`src/rtl/ddram_arb.sv`:
```
// Two-client arbiter for the shared DDR3 port: client 0 is the loader/writer, client 1 the video reader.
// One command in flight at a time: issue, hold through BUSY, collect read beats, one dead cycle, re-arbitrate.
module ddram_arb #(
    parameter int PRIO = 0
) (
    input  logic        clk_sys,
    input  logic        reset,

    input  logic        c0_req,
    input  logic        c0_we,
    input  logic [28:0] c0_addr,
    input  logic [7:0]  c0_burst,
    input  logic [63:0] c0_din,
    input  logic [7:0]  c0_be,
    output logic        c0_ack,
    output logic [63:0] c0_dout,
    output logic        c0_dvalid,

    input  logic        c1_req,
    input  logic        c1_we,
    input  logic [28:0] c1_addr,
    input  logic [7:0]  c1_burst,
    input  logic [63:0] c1_din,
    input  logic [7:0]  c1_be,
    output logic        c1_ack,
    output logic [63:0] c1_dout,
    output logic        c1_dvalid,

    input  logic        DDRAM_BUSY,
    output logic [7:0]  DDRAM_BURSTCNT,
    output logic [28:0] DDRAM_ADDR,
    input  logic [63:0] DDRAM_DOUT,
    input  logic        DDRAM_DOUT_READY,
    output logic        DDRAM_RD,
    output logic [63:0] DDRAM_DIN,
    output logic [7:0]  DDRAM_BE,
    output logic        DDRAM_WE
);

    typedef enum logic [1:0] {IDLE, ISSUE, RDATA, GAP} state_t;

    state_t      state, state_nxt;
    logic        rr_last;
    logic        owner;
    logic        owner_we;
    logic [7:0]  beats;

    logic        grant_any;
    logic        grant_sel;
    logic        sel_we;
    logic [28:0] sel_addr;
    logic [7:0]  sel_burst;
    logic [63:0] sel_din;
    logic [7:0]  sel_be;

    function automatic logic [7:0] norm_burst(input logic we, input logic [7:0] burst);
        if (we || burst == 8'd0) return 8'd1;
        return burst;
    endfunction

    always_comb begin
        grant_any = c0_req | c1_req;
        grant_sel = c1_req & (~c0_req | ((PRIO == 0) & ~rr_last));
        sel_we    = grant_sel ? c1_we    : c0_we;
        sel_addr  = grant_sel ? c1_addr  : c0_addr;
        sel_burst = grant_sel ? c1_burst : c0_burst;
        sel_din   = grant_sel ? c1_din   : c0_din;
        sel_be    = grant_sel ? c1_be    : c0_be;
    end

    always_comb begin
        state_nxt = state;
        case (state)
            IDLE:  if (grant_any) state_nxt = ISSUE;
            ISSUE: if (!DDRAM_BUSY) state_nxt = owner_we ? GAP : RDATA;
            RDATA: if (DDRAM_DOUT_READY && beats == 8'd1) state_nxt = GAP;
            GAP:   state_nxt = IDLE;
            default: state_nxt = IDLE;
        endcase
    end

    always_ff @(posedge clk_sys) begin
        if (reset) state <= IDLE;
        else       state <= state_nxt;
    end

    always_ff @(posedge clk_sys) begin
        if (reset) begin
            rr_last        <= 1'b1;
            owner          <= 1'b0;
            owner_we       <= 1'b0;
            beats          <= 8'd0;
            c0_ack         <= 1'b0;
            c0_dout        <= 64'd0;
            c0_dvalid      <= 1'b0;
            c1_ack         <= 1'b0;
            c1_dout        <= 64'd0;
            c1_dvalid      <= 1'b0;
            DDRAM_BURSTCNT <= 8'd0;
            DDRAM_ADDR     <= 29'd0;
            DDRAM_RD       <= 1'b0;
            DDRAM_DIN      <= 64'd0;
            DDRAM_BE       <= 8'd0;
            DDRAM_WE       <= 1'b0;
        end else begin
            c0_ack    <= 1'b0;
            c1_ack    <= 1'b0;
            c0_dvalid <= 1'b0;
            c1_dvalid <= 1'b0;
            case (state)
                IDLE: begin
                    if (grant_any) begin
                        owner          <= grant_sel;
                        owner_we       <= sel_we;
                        rr_last        <= grant_sel;
                        DDRAM_ADDR     <= sel_addr;
                        DDRAM_DIN      <= sel_din;
                        DDRAM_BE       <= sel_be;
                        DDRAM_BURSTCNT <= norm_burst(sel_we, sel_burst);
                        DDRAM_RD       <= ~sel_we;
                        DDRAM_WE       <= sel_we;
                    end
                end
                ISSUE: begin
                    // Command and fields stay frozen until the controller drops BUSY.
                    if (!DDRAM_BUSY) begin
                        DDRAM_RD <= 1'b0;
                        DDRAM_WE <= 1'b0;
                        if (owner_we) begin
                            c0_ack <= ~owner;
                            c1_ack <= owner;
                        end else begin
                            beats <= DDRAM_BURSTCNT;
                        end
                    end
                end
                RDATA: begin
                    if (DDRAM_DOUT_READY) begin
                        beats <= beats - 8'd1;
                        if (owner) begin
                            c1_dout   <= DDRAM_DOUT;
                            c1_dvalid <= 1'b1;
                            c1_ack    <= (beats == 8'd1);
                        end else begin
                            c0_dout   <= DDRAM_DOUT;
                            c0_dvalid <= 1'b1;
                            c0_ack    <= (beats == 8'd1);
                        end
                    end
                end
                default: ;
            endcase
        end
    end

endmodule

```
`config.mk`:
```
export PLATFORM = sky130hd
export DESIGN_NAME = ddram_arb
export DESIGN_NICKNAME = d
export VERILOG_FILES = /design/src/rtl/ddram_arb.sv
export SDC_FILE = /design/constraint.sdc
export NUM_CORES = 1
export LEC_CHECK = 0
export CAP_MARGIN = 10
export CORE_AREA = 2 2 209 211
export DETAILED_ROUTE_END_ITERATION = 10
export DIE_AREA = 0 0 211 213
export SLEW_MARGIN = 5
export SYNTH_ARGS = -nofsm -noshare
export SYNTH_HDL_FRONTEND = slang
export SYNTH_SLANG_ARGS = --single-unit
export TNS_END_PERCENT = 5
```
`constraint.sdc`:
```
create_clock -name clk_sys -period 3.5 [get_ports clk_sys]
set_input_delay 0.7 -clock clk_sys [delete_from_list [all_inputs] [get_ports clk_sys]]
set_output_delay 0.7 -clock clk_sys [all_outputs]
set_load 0.02 [all_outputs]
```
# Yosys cells after proc, flatten, opt, wreduce, memory -nomap -nowiden
# Cells that the tools add are included.
# op_classes
mux	37
div	0
mul	0
n_addsub	1
order_cmp	0
eq_ne	9
shifts	0
reduce_logical	13
bitwise	9
# ops
op	count
$mux 64	1
$mux 8	7
$mux 29	1
$mux 1	19
$pmux 8 s2	1
$reduce_and 3->1	4
$ne 2x2->1 const B	5
$eq 8x1->1 const B	1
$logic_not 8->1	1
$pmux 1 s2	4
$pmux 2 s4	1
$sub 8x1->8 const B	1
$mux 2	3
$not 1->1	6
$eq 2x2->1 const B	2
$reduce_and 4->1	1
$reduce_bool 2->1	2
$reduce_or 3->1	1
$eq 2x1->1 const B	1
$logic_not 2->1	1
$or 1x1->1	2
$reduce_and 2->1	1
$and 1x1->1	1
$logic_and 1x1->1	1
$logic_or 1x1->1	1
# totals
romBits	0
output_inout_bits	243
ff_bits	256
memories	0
latchBits	0
ram_bits	0

# Longest topological paths before layout
# Gate-level depths: netlist of run 1.
# logic_depth
ltp_word	11
ltp_mapped	9
ltp_nobuf	6

# Worst setup path after synthesis of run 1
# No wires, ideal clock.
# synth_path
path_type	flip-flop to flip-flop
start	register beats[3]
end	register state[0]
setup_ps	86
t_arrival_ps	1832
path_slack_ps	1581
path_stages_with_launch	5
path_buffers	0
path_cell_list	dfxtp_1 -> or4_4 -> or4_4 -> a211o_1 -> a221oi_2
# synth_between
elab_chain_len	4
# synth_rtl
element	line	text
start: declaration	46	logic [7:0] beats;
start signal: assignment	139	beats <= beats - 8'd1;
$eq 8x1->1	76	RDATA: if (DDRAM_DOUT_READY && beats == 8'd1) state_nxt = GAP;
$logic_and 1x1->1	76	
$ne 2x2->1 (no source line)	--	
$reduce_and 3->1 (no source line)	--	
end signal: assignment	84	else state <= state_nxt;
end: declaration	42	state_t state, state_nxt;
# No other way between the ends.
# A chain may end at the register's enable or synchronous reset.

# Worst setup path in the final report of run 1
# layout_path
start	register DDRAM_ADDR[24]
end	output port DDRAM_ADDR[24]
# layout_lines
element	line	text
start: declaration	31	output logic [28:0] DDRAM_ADDR,
start signal: assignment	116	DDRAM_ADDR <= sel_addr;
# No word-level cell between the ends.

==> run metrics, run 1 <==
run status=completed; count leader, synth=nand2_1; Final ANT Viol Nets=0; Worst-Skew Late Latency=0.55 ns; Initial Utilization=23.6%; clock share of power=29.4%; Post-Syn Instances=1289; Max Used Layer=met4; 1st-pass router iterations=5; # setup viols final=0; Max Slew Vio Count=0; Critical Path AT=1.72 ns; Synth Area in XOR/XNOR=0%; final hold violations=0; Reg power frac=34.2%; final setup TNS=0 ns; dominant cell type by area after synthesis=dfxtp_1; Clock Skew=0.0149 ns; Iteration-0 DRC Markers=619; crit end category=primary output; routed length on met3=3900 µm; Peak VDD IR=0.400 mV; crit path launch type=flip-flop; DP HPWL=29200 µm; DRC=0; worst slew pin tran=0.877 ns; sw frac=34.3%; post-synth top area share=50.8%; Psw=3.76 mW; row cnt=76; Num CTS Buffers=29; CTS tree=yes; internal power=7.21 mW; initial antenna violation count=4; vias in the first global route=10300; pin count of the biggest net entering global routing=120; Tot Pwr=11.0 mW; P&R area growth vs syn=68.6%; Post-synth EDFFs=0; Vias per Instance=4.61; leak pwr=6.11 nW; number of max-cap violations=0; met2 WL post-DR=19100 µm; clock-pin slew on the worst setup and hold paths=0.06 ns; Synthesis Warnings=0; fraction of layout cells with a size suffix above 1=4.64%; first-pass GRT wire length=58600 µm; most frequent cells after synthesis=469 x nand2_1, 256 x dfxtp_1, 141 x a21oi_1; Port-buffer cells=532; Hold Path Class=flip-flop to flip-flop; crit path cell chain=clkdlybuf4s50_1; Die X=211 µm; syn nets=1585; post_cts resized=0; Root Driver=clkbuf_16; post-synthesis mux area share=0.993%; Pwr Density=645 nW/µm²; DR WL/cell=17.0 µm; unrepaired setup endpoints after global routing=false; CP Class=flip-flop to primary output; Async SR Flop Fraction=0%; Synth Area in Simple Gates=24.1%; fin nets=2061; CP Max Fanout=2; synthesized area=10100 µm²; register area share after synthesis=50.8%; combinational share of power=36.4%; relative slew slack=41.5%; Vias=10800; Distinct cells, synth=48; syn avg cell area=7.82 µm²; Final period util=69.2%; core footprint=42700 µm²; Placer Congestion=0.781; largest family of logic cells by synthesized area=simple AND/OR/NAND/NOR gates; postcts setup bufs=0; Fmax achieved=413 MHz; Synth area leaders=dfxtp_1 51%, nand2_1 17%, a311oi_1 8.8%; Buf/Inv on CP=1; fin crit period=2.42 ns; Compound-Gate Fraction of Synth Area=18.8%; H-tree level count=1; slowest CP cell=clkdlybuf4s50_1; CP required=2.80 ns; GRT overflow=0; CP peak stage delay=0.84 ns; Detailed Route WL=39800 µm; fill cell count=4361; main flop type after synthesis=dfxtp_1; Die Ht=213 µm; # clock sinks=256; hold_buf cts=0; die footprint=44900 µm²; I/O pin count=533; FF+latch count, synth=256; delay-heaviest family, CP=buffers and inverters; Post-Synth Adder-Cell Area=0.745%; wire length on met1=15800 µm; GR Util All Layers=16.5%; Clock Path Buffers=3
## through the flow
| stage | hold WS [ns] | instance area (µm²) | instances | utilization (%) | worst slack (ns) |
|---|---|---|---|---|---|
| 2_1_floorplan | 0.441 | 10100 | 1289 | - | 1.58 |
| 3_3_place_gp | 0.441 | 16000 | 2280 | 37.4 | 0.838 |
| 3_5_place_dp | 0.446 | 16000 | 2280 | 37.4 | 0.754 |
| 4_1_cts | 0.454 | 17000 | 2333 | 39.8 | 0.998 |
| 5_1_grt | 0.467 | 17000 | 2336 | 39.8 | 0.955 |
| 6_report | 0.452 | 17000 | 2336 | 39.8 | 1.08 |
## state kept, by name, indices dropped and copies added (netlist names), 2 cells and up
register and count:
DDRAM_BURSTCNT 8, c0_dout 64, DDRAM_BE 8, beats 8, state 2, c1_dout 64, DDRAM_ADDR 29, DDRAM_DIN 64
## path summary, 6_finish.rpt
path	from	to	slack, ns	cells past startpoint
worst max-delay path	DDRAM_ADDR[24]$_SDFFE_PP0P_	DDRAM_ADDR[24]	1.08	1
worst min register to register	c1_dout[14]$_SDFFE_PP0P_	c1_dout[14]$_SDFFE_PP0P_	0.45	2
worst min-delay path	c1_dout[14]$_SDFFE_PP0P_	c1_dout[14]$_SDFFE_PP0P_	0.45	2
worst max register to register	state[0]$_SDFFE_PP0P_	DDRAM_DIN[52]$_SDFFE_PP0P_	1.32	7
## layer usage
metal	vias to the layer above	global-route usage (%)
li1	5311	-
met1	4987	19.2
met2	409	28.3
met3	57	6.15
met4	0	4.86
met5	-	0
## final cells by class
class | count | area [µm²] | share of cell area [%]
timing repair buffer | 551 | 5600 | 32.9
sequential | 256 | 5120 | 30.1
multi-input combinational | 920 | 4540 | 26.7
clock buffer | 40 | 847 | 4.98
tap | 546 | 683 | 4.02
clock inverter | 13 | 171 | 1.01
inverter | 7 | 26.3 | 0.155
antenna | 3 | 7.51 | 0.0442
## power by group through the flow
stage | sequential (mW) | clock (mW) | combinational [mW]
final | 3.75 | 3.22 | 3.99
after global routing | 3.82 | 3.43 | 4.35
after CTS | 3.76 | 3.32 | 4.03
after detailed placement | 3.80 | 0 | 4.02
after global placement | 3.79 | 0 | 3.98
after floorplan | 4.32 | 0 | 1.62
## cells in the final DEF (no fill, tap or decap), types with 2 or more instances in the layout
cell / instances
clkbuf_16: 29
or2_2: 2
dfxtp_1: 256
nand3_1: 2
a211oi_1: 3
a311oi_1: 101
a21oi_1: 141
clkdlybuf4s50_1: 531
nor4_1: 3
nor2_1: 117
clkbuf_1: 3
bufinv_16: 4
buf_4: 9
or4_4: 2
o211ai_1: 2
nor3_1: 2
clkbuf_8: 9
nand2_1: 469
clkinv_2: 7
o21ai_0: 11
diode_2: 3
buf_12: 10
nor2b_1: 8
ha_1: 6
nand2b_1: 3
mux2i_1: 10
inv_1: 7
a2bb2oi_1: 7
and3_1: 2
nand3b_1: 2
a211o_1: 2
## cells by family after synthesis
family	Yosys count
buf+inv	113
mux	10
simple gates	622
fa+ha+maj	6
flops	256
compound gates	282
Power figures use the tool's default switching activity.
==> run 2: changes to the inputs <==
==> constraint.sdc (replaced) <==
create_clock -name clk_sys -period 2.1 [get_ports clk_sys]
set_input_delay 0.42 -clock clk_sys [delete_from_list [all_inputs] [get_ports clk_sys]]
set_output_delay 0.42 -clock clk_sys [all_outputs]
set_load 0.02 [all_outputs]
==> run 2 against run 1 <==
Compared with the run above:
- global-route usage rose by 0.42 points
- critical endpoint is now DDRAM_BURSTCNT[0]
- sequential share of layout area fell by 0.70 points
- largest cell class unchanged
- die area stayed put
- flip-flop and latch count unchanged
- sequential power grew 67%
- largest power group unchanged
- clock skew fell by 0.0031 ns
- critical path depth unchanged
- final cell count grew 1.7%
- via count increased by 1.5%
==> run metrics, run 2 (synthesized netlist as in run 1, its figures left out) <==
run status=completed; core footprint=42700 µm² (unchanged); final hold violations=0 (unchanged); Critical Path AT=1.58 ns (-0.14 ns); Peak VDD IR=0.629 mV (+57%); Die Ht=213 µm (unchanged); sw frac=34.2% (-0.10 points); CTS tree=yes; internal power=12.2 mW (+69%); 1st-pass router iterations=5 (unchanged); Iteration-0 DRC Markers=621 (+0.32%); Vias=10900 (+1.5%); vias in the first global route=10600 (+3.1%); Num CTS Buffers=28 (-3.4%); crit path launch type=flip-flop; most frequent cells in the layout=527 x clkdlybuf4s50_1, 469 x nand2_1, 256 x dfxtp_1; Clock Skew=0.0118 ns (-0.00310 ns); Max Slew Vio Count=0 (unchanged); slowest CP cell=clkdlybuf4s50_1; CP Max Fanout=4 (+2); fin crit period=2.00 ns; Root Driver=clkbuf_16; CP peak stage delay=0.65 ns (-0.19 ns); Vias per Instance=4.60 (-0.17%); fin nets=2099 (+1.8%); crit path setup slack, layout=0.0967 ns (-0.980 ns); Placer Congestion=0.805 (+3.1%); Initial Utilization=23.6% (unchanged); Final ANT Viol Nets=0 (unchanged); Die X=211 µm (unchanged); cell area after layout=17400 µm² (+2.4%); number of max-cap violations=0 (unchanged); unrepaired setup endpoints after global routing=false; GR Util All Layers=16.9% (+0.42 points); Hold Path Class=primary input to flip-flop; Buf/Inv on CP=1 (unchanged); leak pwr=6.35 nW (+3.9%); crit end category=primary output; die footprint=44900 µm² (unchanged); DRC=0 (unchanged); clock-pin slew on the worst setup and hold paths=0.06 ns (about the same); Pwr Density=1060 nW/µm² (+65%); combinational share of power=38.2% (+1.8 points); relative slew slack=65.2% (+24 points); row cnt=76 (unchanged); commonest non-fill, non-tap cell in the layout=clkdlybuf4s50_1; DP HPWL=30700 µm (+5.0%); # setup viols final=0 (unchanged); delay-heaviest family, CP=buffers and inverters; Psw=6.31 mW (+68%); first-pass GRT wire length=59800 µm (+2.0%); Fmax achieved=499 MHz; clock share of power=28.0% (-1.4 points); Clock Path Buffers=3 (unchanged); CP required=1.68 ns (-1.12 ns); I/O pin count=533 (unchanged); final core utilization=40.8% (+0.94 points); initial antenna violation count=3 (-1); DR WL/cell=17.1 µm (+0.64%); fraction of layout cells with a size suffix above 1=6.52% (+1.9 points); worst slew pin tran=0.524 ns (-0.353 ns); worst slack at placement=-0.0962 ns (-0.850 ns); Tot Pwr=18.5 mW (+69%); H-tree level count=1 (unchanged); R2R setup slack=0.13 ns (-1.19 ns); Detailed Route WL=40700 µm (+2.3%); Worst-Skew Late Latency=0.55 ns (about the same); pin count of the biggest net entering global routing=104 (-13%); # clock sinks=256 (unchanged); Reg power frac=33.8% (-0.4 points); GRT overflow=0 (unchanged); Port-buffer cells=532 (unchanged); Final period util=95.4%; crit path cell chain=clkdlybuf4s50_1; CP Class=flip-flop to primary output; Largest regs=DDRAM_DIN: 64 flops, c0_dout: 64 flops, c1_dout: 64 flops; Placed Area=16400 µm² (+2.8%); P&R area growth vs syn=72.6%
run 2: cell count changes in the layout (fill, tap and decap cells not counted), sizes merged, moves of 3 or more:
cell           before  now
dlygate4sd2         0    3
bufinv              4    1
clkdlybuf4s50     531  527
clkinv              7    2
buf                19   59
clkbuf             41   50
run 2: power by group through the flow:
stage | sequential [mW] | clock, mW | combinational, mW
after detailed placement | 6.33 | 0 | 7.11
final | 6.25 | 5.17 | 7.06
after floorplan | 7.21 | 0 | 2.69
after global routing | 6.36 | 5.49 | 7.66
after CTS | 6.25 | 5.31 | 7.11
after global placement | 6.32 | 0 | 7.02
run 2: worst paths after layout:
kind	start	to	cells past startpoint
worst min-delay path	reset	DDRAM_BURSTCNT[3]$_SDFFE_PP0P_	2
worst max register to register	beats[3]$_SDFFE_PP0P_	state[0]$_SDFFE_PP0P_	4
worst min register to register	c1_dout[54]$_SDFFE_PP0P_	c1_dout[54]$_SDFFE_PP0P_	2
worst max-delay path	DDRAM_BURSTCNT[0]$_SDFFE_PP0P_	DDRAM_BURSTCNT[0]	1
run 2: cell type report:
| type | count | area, µm² |
|---|---|---|
| clock buffers | 49 | 941 |
| flip-flops and latches | 256 | 5120 |
| repair buffers | 590 | 6030 |
| inverters | 7 | 26.3 |
| clock inverters | 3 | 40.0 |
| well taps | 546 | 683 |
| diodes | 4 | 10.0 |
| fillers | 4285 | 25300 |
| multi-input cells | 920 | 4540 |
run 2: stage by stage:
stage | hold WS (ns) | TNS (ns) | std cells
after floorplan | 0.441 | 0 | 1289
after global placement | 0.441 | -0.0437 | 2319
after detailed placement | 0.446 | -1.65 | 2319
after CTS | 0.278 | 0 | 2371
after global routing | 0.311 | 0 | 2374
final | 0.319 | 0 | 2375
run 2: what timing repair did:
action                     4_1_cts  5_1_grt
buffers inserted                 0        0
setup endpoints to repair        3        0
gates resized for setup          3        0
hold buffers                     0        0
run 2: metal layers:
| layer | GRT usage, % | routed length [µm] |
|---|---|---|
| met5 | 0 | 0 |
| met4 | 5.12 | 963 |
| met3 | 6.05 | 3850 |
| met2 | 29.3 | 19600 |
| met1 | 19.5 | 16300 |
